$ cat config.mk
export PLATFORM = sky130hd
export DESIGN_NAME = carry_status_combine
export DESIGN_NICKNAME = d
export VERILOG_FILES = /design/src/rtl/carry_pkg.sv /design/src/rtl/carry_status_cell.sv /design/src/rtl/carry_status_combine.sv
export SDC_FILE = /design/constraint.sdc
export NUM_CORES = 1
export LEC_CHECK = 0
export BUFFER_PORTS_ARGS = -buffer_cell sky130_fd_sc_hd__buf_2
export CORE_UTILIZATION = 40
export CTS_CLUSTER_DIAMETER = 80
export DETAILED_ROUTE_END_ITERATION = 7
export PLACE_DENSITY = 0.65
export SETUP_SLACK_MARGIN = 0.02
export SLEW_MARGIN = 20
export SYNTH_ARGS = -nofsm -noshare
export SYNTH_HDL_FRONTEND = slang
export SYNTH_SLANG_ARGS = --single-unit
$ cat constraint.sdc
create_clock -name clk -period 1 [get_ports clk]
set_input_delay 0 -clock clk [delete_from_list [all_inputs] [get_ports clk]]
set_output_delay 0 -clock clk [all_outputs]
set_load 0.01 [all_outputs]
$ cat src/rtl/carry_pkg.sv
// Shared carry-status encoding for the parallel-prefix carry network.
// Status codes, the status type and small classification helpers.
package carry_pkg;

   localparam int STATUS_W = 2;

   typedef logic [STATUS_W-1:0] status_t;

   localparam status_t ST_KILL     = 2'b00;
   localparam status_t ST_PROP     = 2'b01;
   localparam status_t ST_PROP_ALT = 2'b10;
   localparam status_t ST_GEN      = 2'b11;

   // Both mixed codes mean "pass the lower-order status through".
   function automatic logic is_prop(status_t s);
      return (s == ST_PROP) || (s == ST_PROP_ALT);
   endfunction

   function automatic logic is_resolved(status_t s);
      return (s == ST_KILL) || (s == ST_GEN);
   endfunction

endpackage

$ cat src/rtl/carry_status_cell.sv
// Single-lane prefix operator: merges lower-order status prev with current status cur.
// Purely combinational; the enclosing block registers the results.
module carry_status_cell
   import carry_pkg::*;
(
   input  logic [1:0] prev,
   input  logic [1:0] cur,
   output logic [1:0] r,
   output logic       carry,
   output logic       resolved
);

   status_t r_st;

   always_comb begin
      // NOTE: default assigned first so every path drives r_st and no latch is inferred.
      r_st = ST_KILL;
      if (cur == ST_GEN) begin
         r_st = ST_GEN;
      end else if (is_prop(cur)) begin
         r_st = prev;
      end
   end

   assign r        = r_st;
   assign carry    = (r_st == ST_GEN);
   assign resolved = is_resolved(r_st);

endmodule

$ cat src/rtl/carry_status_combine.sv
// Registered, lane-parallel carry-status combine: one prefix level of the FP adder carry tree.
// LANES independent merges per cycle, one cycle latency, outputs driven only from flops.
module carry_status_combine
   import carry_pkg::*;
#(
   parameter int LANES = 17,
   parameter int STW   = 2
) (
   input  logic                   clk,
   input  logic                   rst_n,
   input  logic                   in_valid,
   input  logic [LANES*STW-1:0]   prev_i,
   input  logic [LANES*STW-1:0]   cur_i,
   output logic [LANES*STW-1:0]   out_o,
   output logic [LANES-1:0]       carry_o,
   output logic [LANES-1:0]       resolved_o,
   output logic                   out_valid
);

   logic [LANES*STW-1:0] r_comb;
   logic [LANES-1:0]     carry_comb;
   logic [LANES-1:0]     resolved_comb;

   for (genvar k = 0; k < LANES; k++) begin : g_lane
      carry_status_cell u_cell (
         .prev     (prev_i[STW*k +: STW]),
         .cur      (cur_i[STW*k +: STW]),
         .r        (r_comb[STW*k +: STW]),
         .carry    (carry_comb[k]),
         .resolved (resolved_comb[k])
      );
   end

   // NOTE: sequential state uses non-blocking assignments so all flops sample the same pre-edge values.
   always_ff @(posedge clk or negedge rst_n) begin
      if (!rst_n) begin
         out_o      <= '0;
         carry_o    <= '0;
         resolved_o <= '1;
         out_valid  <= 1'b0;
      end else begin
         out_valid <= in_valid;
         // Data holds its last value across invalid cycles; only the valid flag drops.
         if (in_valid) begin
            out_o      <= r_comb;
            carry_o    <= carry_comb;
            resolved_o <= resolved_comb;
         end
      end
   end

endmodule

======== Word level (Yosys, flattened, before mapping) ========
Cells that the tools add are included.
W data, S select, Z words.
word-level totals
  register bits ........................... 69
  input bits .............................. 71
  word-level logic and storage cells ...... 157
  memory bits (read-only) ................. 0
  latch bits .............................. 0
  memories ................................ 0
  RAM bits ................................ 0
cells by class
  reductions and logical operators ........ 51
  add/sub/neg operators ................... 0
  multipliers ............................. 0
  bitwise operators ....................... 0
  magnitude comparators ................... 0
  muxes and demuxes ....................... 34
  shifts and indexed selects .............. 0
  div/mod/pow operators ................... 0
  equal/unequal tests ..................... 68
operators by type and width
  cell                  number
  $eq A2 B2 Y1 const B  51
  $mux W2               34
  $eq A2 B1 Y1 const B  17
  $logic_not A2 Y1      17
  $logic_or A1 B1 Y1    34

======== Depth between registers and ports, before layout ========
Gate-level depths: netlist (run 1).
  depth after elaboration ................. 6
  depth in mapped cells ................... 4
  gate-level depth less buffers ........... 4

======== By module ========
A second synthesis (run 1) with hierarchy kept.
unflattened totals
  cells, all modules ...................... 247
  area total of the unflattened synthesis .. 3533.4 um^2
modules (own cells, without submodules)
  module                area each (um^2)  cells each  times used
  carry_status_combine  2661.3            145         1
  carry_status_cell     51.3              6           17

======== Worst setup path before layout (run 1) ========
OpenSTA, ideal clock, no wires.
  kind .................................... input-to-reg
  from .................................... input port cur_i[4]
  to ...................................... register carry_o[2]
  data arrival time ....................... 0.891 ns
  path slack .............................. -0.016 ns
  library setup time ...................... 0.125 ns
  data required time ...................... 0.875 ns
  cell stages on the path ................. 4
  cells stage by stage .................... ha_1 a21o_1 ha_1 mux2_2
on the way
  cells in the longest elaborated chain, start to end .. 5
  elaborated cells on any way between the ends .. 7
ends and longest elaborated chain
  element                                              line                        source
  start: declaration                                   carry_status_combine.sv:13  input logic [LANES*STW-1:0] cur_i,
  $eq A2 B1 Y1 / $eq A2 B2 Y1 (equally long branches)  carry_pkg.sv:16             return (s == ST_PROP) || (s == ST_PROP_ALT);
  $logic_or A1 B1 Y1                                   carry_pkg.sv:16
  $mux W2                                              carry_status_cell.sv:20     end else if (is_prop(cur)) begin
  $mux W2 *                                            carry_status_cell.sv:18     if (cur == ST_GEN) begin
  $eq A2 B2 Y1 *                                       carry_status_cell.sv:26     assign carry = (r_st == ST_GEN);
  named net g_lane[2].u_cell.carry                     carry_status_cell.sv:9      output logic carry,
  end signal: assignment                               carry_status_combine.sv:46  carry_o <= carry_comb;
  end: declaration                                     carry_status_combine.sv:15  output logic [LANES-1:0] carry_o,
The timed path passes the listed nets; every way through them passes the cells marked *.
A chain may end at the register's enable or synchronous reset.

======== Worst setup path in the final report (run 1) ========
  from .................................... register resolved_o[11]
  to ...................................... output port resolved_o[11]
RTL lines
  element                   line                        source
  start: declaration        carry_status_combine.sv:16  output logic [LANES-1:0] resolved_o,
  start signal: assignment  carry_status_combine.sv:47  resolved_o <= resolved_comb;
No word-level cell between the ends.

==> impl_metrics.ini, run 1 <==
[worst_setup_path]
critPathArrivalTime_ns = 0.99
path_cells = buf_6
path_buf_inv = 1
end_kind = primary output
regToRegSetupSlack_ns = 0.13
cp_max_fo = 2
reg2reg_from = resolved_o[2]
cpLargestDelayFamily = flip-flops
slowest_delay_ns = 0.55
crit_slowest_cell = dfstp_2
worst_ep_required_time_ns = 1.00
r2r_end = resolved_o[2]
reg2regPathDepth = 3
start_kind = flop
path_class = reg2out

[global_route]
grt_pass1_vias = 2403
overflow = 0
grt_pass1_wl_um = 11100
grt_usage = 0.167
grt_start_max_net_pins = 33
grt_antenna_before_repair = 0

[floorplanning]
initial_core_util = 0.422
pin_count = 140
core_area_mm2 = 0.00785
rows = 32
dieWidth_um = 93.0
dieArea_mm2 = 0.00864
die_y_um = 93.0

[synthesis]
yosys.area_share.simple = 0
synth_nets = 335
synth_compound_gate_area_share = 0.0771
synth_xor_area_frac = 0
synth-seq-area-share = 0.528
syn-cell-area_mm2 = 0.00331
synth.ff_latch_count = 69
synth.area.mux_share = 0.228
synth_top_family_by_area = multiplexers
synth.avg_cell_area_um2 = 14.4
synth_cell_types = 11
synth_fa_ha_area_frac = 0.129
synth_cells = 230
yosysWarnings = 0

[sta]
period_share = 0.991
rsz0062_at_grt = true
clock_skew_ns = 0
period_minus_slack_ns = 0.991
worstMarginPinSlew_ns = 0.377
slew_viol_final = 0
fmax_ghz = 1.01
tns_ns = 0
maxSlewHeadroom = 0.749
setup_viol = 0
hold_violations = 0

[hold_path]
hold_start = prev_i[0]
hold_path_class = in2reg
hold_end = out_o[0]
min_path_cells = 3

[placed_design]
placed_cells = 471
place.port_buffers = 139
gp_congestion = 0.735
place_hpwl_um = 5260

[run]
max-cap-violations = 0

[route]
postRouteAntennaNets = 0
drt_wl_total_um = 6800
drt_iter0_markers = 3
wl_per_cell_um = 13.9
drc_errors = 0
vias = 2349
viasPerCell = 4.80
drt_first_pass_iters = 4

[cts]
clock_latency_ns = 0.34
htree_levels = 3
cts_sinks = 69
cts_tree = built
root_buffer = clkbuf_8
cts-buffers-inserted = 9
ctsLongestPathBuffers = 2
clk_pin_slew_worst_paths_ns = 0.07

[layout]
layout_commonest_cell = buf_2
final_util = 0.603
drive_gt1_frac = 0.638
final_cell_mix = 121 x buf_2, 52 x dfrtp_1, 48 x mux2_2
num-nets-final = 487
syn_to_final_growth_pct = 43.0
n_antenna_cell = 0
stdcell_count = 489

[power_and_ir_drop]
cellPowerDensity_mw_per_mm2 = 1750
leakage_uw = 0.00257
vdd_drop_max_mv = 0.832

[run_status]
status = complete, no violations
## final cells by class
| cell class | instances | area [um^2] |
|---|---|---|
| timing repair buffer | 149 | 932 |
| clock buffer | 12 | 155 |
| fill | 676 | 3110 |
| tap | 102 | 128 |
| multi-input combinational | 136 | 1640 |
| sequential | 69 | 1750 |
| clock inverter | 4 | 70.1 |
| inverter | 17 | 63.8 |
## what timing repair did
item / CTS / global route
gates resized for setup: 17 / 0
buffers inserted: 0 / 1
hold endpoints to repair: 53 / 0
hold buffers: 1 / 0
pin swaps: 0 / 0
endpoints found under the setup margin: 17 / 17
gates cloned: 0 / 0
## kinds of logic after synthesis
kind of cell / Yosys count
mux: 68
compound gates: 34
fa+ha+maj: 34
buf+inv: 25
flops: 69
## synth_stat cells
| master | instances | area, um^2 |
|---|---|---|
| a21o_1 | 34 | 255 |
| dfstp_2 | 17 | 447 |
| dfrtp_1 | 52 | 1300 |
| buf_6 | 3 | 33.8 |
| mux2i_1 | 17 | 170 |
| ha_1 | 34 | 425 |
| mux2_2 | 48 | 541 |
| inv_1 | 17 | 63.8 |
| mux2_4 | 3 | 45.0 |
| buf_2 | 4 | 20.0 |
| buf_4 | 1 | 7.51 |
## power breakdown
| part | total (uW) | leakage [uW] | switching (uW) | internal [uW] |
|---|---|---|---|---|
| logic | 2130 | 0.00163 | 934 | 1200 |
| clock network | 2560 | 0.000116 | 1030 | 1530 |
| registers | 3610 | 0.000823 | 258 | 3350 |
## worst max-delay path by stage
stage / depth (start not counted) / end / from
final: 1 / resolved_o[11] / resolved_o[11]
after global routing: 1 / resolved_o[4] / resolved_o[4]
after CTS: 1 / resolved_o[0] / resolved_o[0]
after detailed placement: 5 / carry_o[2] / cur_i[4]
after global placement: 5 / carry_o[2] / cur_i[4]
after floorplan: 4 / carry_o[2] / cur_i[4]
## state kept, by name, indices dropped and copies added, names as in the netlist
| signal | flops |
|---|---|
| carry_o | 17 |
| out_o | 34 |
| out_valid | 1 |
| resolved_o | 17 |
## routing by layer
| layer | track usage | up-vias | wire [um] |
|---|---|---|---|
| met3 | 0.0583 | 9 | 585 |
| met4 | 0.0615 | 0 | 80 |
| met1 | 0.196 | 1121 | 2820 |
| met2 | 0.281 | 91 | 3310 |
| li1 | - | 1128 | - |
| met5 | 0 | - | 0 |
## through the flow
stage	total power, uW	worst slack (ns)	hold slack (ns)	area [um^2]
finish	8300	0.00871	0.0213	4730
global route	8820	-0.0308	0.0110	4730
CTS	8430	-0.0163	0.00479	4730
detailed placement	5590	-0.135	-0.0549	4380
global placement	5520	-0.112	-0.0620	4380
floorplan	4660	0.00417	-0.296	3510
Power figures use the tool's default switching activity.
==> run 2, diff against run 1 <==
Settings changed: HOLD_SLACK_MARGIN from default to 0.12, MAX_ROUTING_LAYER from default to met4, PLACE_DENSITY 0.65 to 0.64, SYNTH_HIERARCHICAL from default to 1.
==> run 2 against run 1 <==
  * The run now ends with negative setup slack left
  * Register-to-register slack improved by 0.04 ns
  * Critical endpoint is now out_o[2]
  * Clock skew unchanged
  * Sequential power about the same
  * Critical path depth increased by 2
  * Highest routed layer unchanged
  * Sequential share of layout area decreased by 3.1 points
  * Global-route usage increased by 0.97 points
  * Cell area increased by 9.3%
  * Routed wire length increased by 7.9%
  * Core utilization increased by 1.4 points
  * Critical path type is now in2reg
==> impl_metrics.ini, run 2 <==
[placed_design]
gp_congestion = 0.774
place.port_buffers = 139
place_hpwl_um = 5400
post-place-ws_ns = -0.202

[cts]
cts_sinks = 69
ctsLongestPathBuffers = 2
cts_tree = built
root_buffer = clkbuf_8
clk_pin_slew_worst_paths_ns = 0.07
htree_levels = 3
cts-buffers-inserted = 9
clock_latency_ns = 0.33

[synthesis]
synth-edff-count = 0
synth.ff_latch_count = 69
yosysWarnings = 6
syn-cell-area_mm2 = 0.00353
synth.avg_cell_area_um2 = 14.3
synth_area_leader_cell = dfrtp_1
synth_ff_type = dfrtp_1
async_reset_ff_frac = 1.00
synth-seq-area-share = 0.495
synth_area_leaders = dfrtp_1 37%, mux2_2 15%, dfstp_2 13%, ha_1 12%, a21o_1 11%
synth_cells = 247
synth_most_common_cell = dfrtp_1
synth_common_cells = 52 x dfrtp_1, 51 x a21o_1, 48 x mux2_2
synth_nets = 352
netlist.area_leader.share = 0.368
synth_cell_types = 10

[worst_setup_path]
crit_slowest_cell = dlygate4sd3_1
worst_ep_required_time_ns = 1.22
end_kind = flop
start_kind = input port
cp_max_fo = 6
path_buf_inv = 2
path_class = in2reg
slowest_delay_ns = 0.71
path_cells = buf_4 > dlygate4sd3_1 > mux2_2
cpLargestDelayFamily = buffers and inverters
critPathArrivalTime_ns = 1.24

[power_and_ir_drop]
cellPowerDensity_mw_per_mm2 = 1570
vdd_drop_max_mv = 0.914
leakage_uw = 0.00286
finalPower_uw = 8130

[global_route]
grt_pass1_wl_um = 12000
grt_antenna_before_repair = 0
grt_pass1_vias = 2605
grt_start_max_net_pins = 70
grt_usage = 0.177
overflow = 0

[route]
viasPerCell = 4.69
drt_iter0_markers = 28
postRouteAntennaNets = 0
vias = 2500
wl_per_cell_um = 13.8
drt_first_pass_iters = 4
drt_wl_total_um = 7330
drc_errors = 0

[floorplanning]
dieWidth_um = 96.0
die_y_um = 96.0
rows = 33
core_area_mm2 = 0.00838
pin_count = 140
dieArea_mm2 = 0.00921
initial_core_util = 0.422

[layout]
final_cell_mix = 120 x buf_2, 52 x dfrtp_1, 51 x a21o_1
drive_gt1_frac = 0.626
layout_commonest_cell = buf_2
reg_top3 = out_o x34, carry_o x17, resolved_o x17
top_register = out_o
syn_to_final_growth_pct = 46.4
largest_reg_flops = 34
n_antenna_cell = 0
num-nets-final = 528

[sta]
maxSlewHeadroom = 0.740
fmax_ghz = 0.982
setup_viol = 3
slew_viol_final = 0
worst_slack_ns = -0.0184
hold_violations = 0
rsz0062_at_grt = true
clock_skew_ns = 0
worstMarginPinSlew_ns = 0.390
period_minus_slack_ns = 1.02
period_share = 1.02

[run_status]
status = finished with violations
failed_checks = negative setup slack

[run]
max-cap-violations = 0

[hold_path]
hold_path_class = in2reg
==> run 2: cell types whose count changed after synthesis <==
| cell | before | now |
|---|---|---|
| buf_6 | 3 | 2 |
| mux2_4 | 3 | 20 |
| buf_4 | 1 | 0 |
| a21o_1 | 34 | 51 |
| buf_8 | 0 | 2 |
| mux2i_1 | 17 | 0 |
==> run 2: layout make-up <==
class                   instances  area (um^2)
fillers                       705         3210
flip-flops and latches         69         1750
well taps                     105          131
repair buffers                173         1150
clock inverters                 2         10.0
clock buffers                  14          163
multi-input cells             153         1910
inverters                      17         63.8
==> run 2: final timing paths <==
path / start / to / slack [ns] / cells past startpoint
worst min register to register: carry_o[2] / carry_o[2] / 0.50 / 1
min in group asynchronous: rst_n / out_o[7] / 0.19 / 3
worst max-delay path: in_valid / out_o[2] / -0.02 / 3
worst min-delay path: prev_i[26] / out_o[26] / 0.02 / 3
worst max register to register: resolved_o[10] / resolved_o[10] / 0.17 / 2
max in group asynchronous: rst_n / resolved_o[14] / 0.43 / 3
==> run 2: timing repair <==
action | CTS | global route
buffers inserted | 2 | 0
hold buffers | 21 | 1
cloned | 0 | 0
endpoints found under the hold margin | 105 | 18
setup endpoints to repair | 17 | 20
gates resized for setup | 18 | 0
==> run 2: tightest hold or removal path, cell delays in order <==
cell    delay [ns]
buf_2         0.07
a21o_1        0.12
mux2_4        0.13
==> run 2: routing by layer <==
layer  routed length, um  track usage  vias up
li1                    -            -     1238
met1                3180        0.212     1180
met2                3610        0.284       74
met3                 450       0.0498        8
met4                  89       0.0634        0
met5                   0            -        -
==> run 2: logic make-up (layout without fill, tap and decap cells) <==
| logic type | after synthesis | after routing | synth area share |
|---|---|---|---|
| buf+inv | 25 | 206 | 0.0386 |
| flops | 69 | 69 | 0.495 |
| fa+ha+maj | 34 | 34 | 0.120 |
| mux | 68 | 68 | 0.238 |
| compound gates | 51 | 51 | 0.108 |
==> run 2: through the flow <==
stage | setup TNS (ns) | cells | utilization | hold slack [ns] | area, um^2
4_1_cts | -0.0306 | 534 | 0.618 | -0.00386 | 5180
2_1_floorplan | -0.114 | 247 | - | -0.296 | 3790
6_report | -0.0254 | 533 | 0.617 | 0.0199 | 5170
5_1_grt | -0.410 | 533 | 0.617 | 0.0200 | 5170
3_5_place_dp | -4.76 | 495 | 0.558 | 0.0378 | 4680
3_3_place_gp | -4.12 | 495 | 0.558 | 0.0372 | 4680
==> run 2: where the power goes <==
group / leakage, uW / internal (uW) / switching (uW)
Sequential: 0.000823 / 3360 / 260
Combinational: 0.00195 / 1520 / 981
Clock: 0.0000905 / 1030 / 981
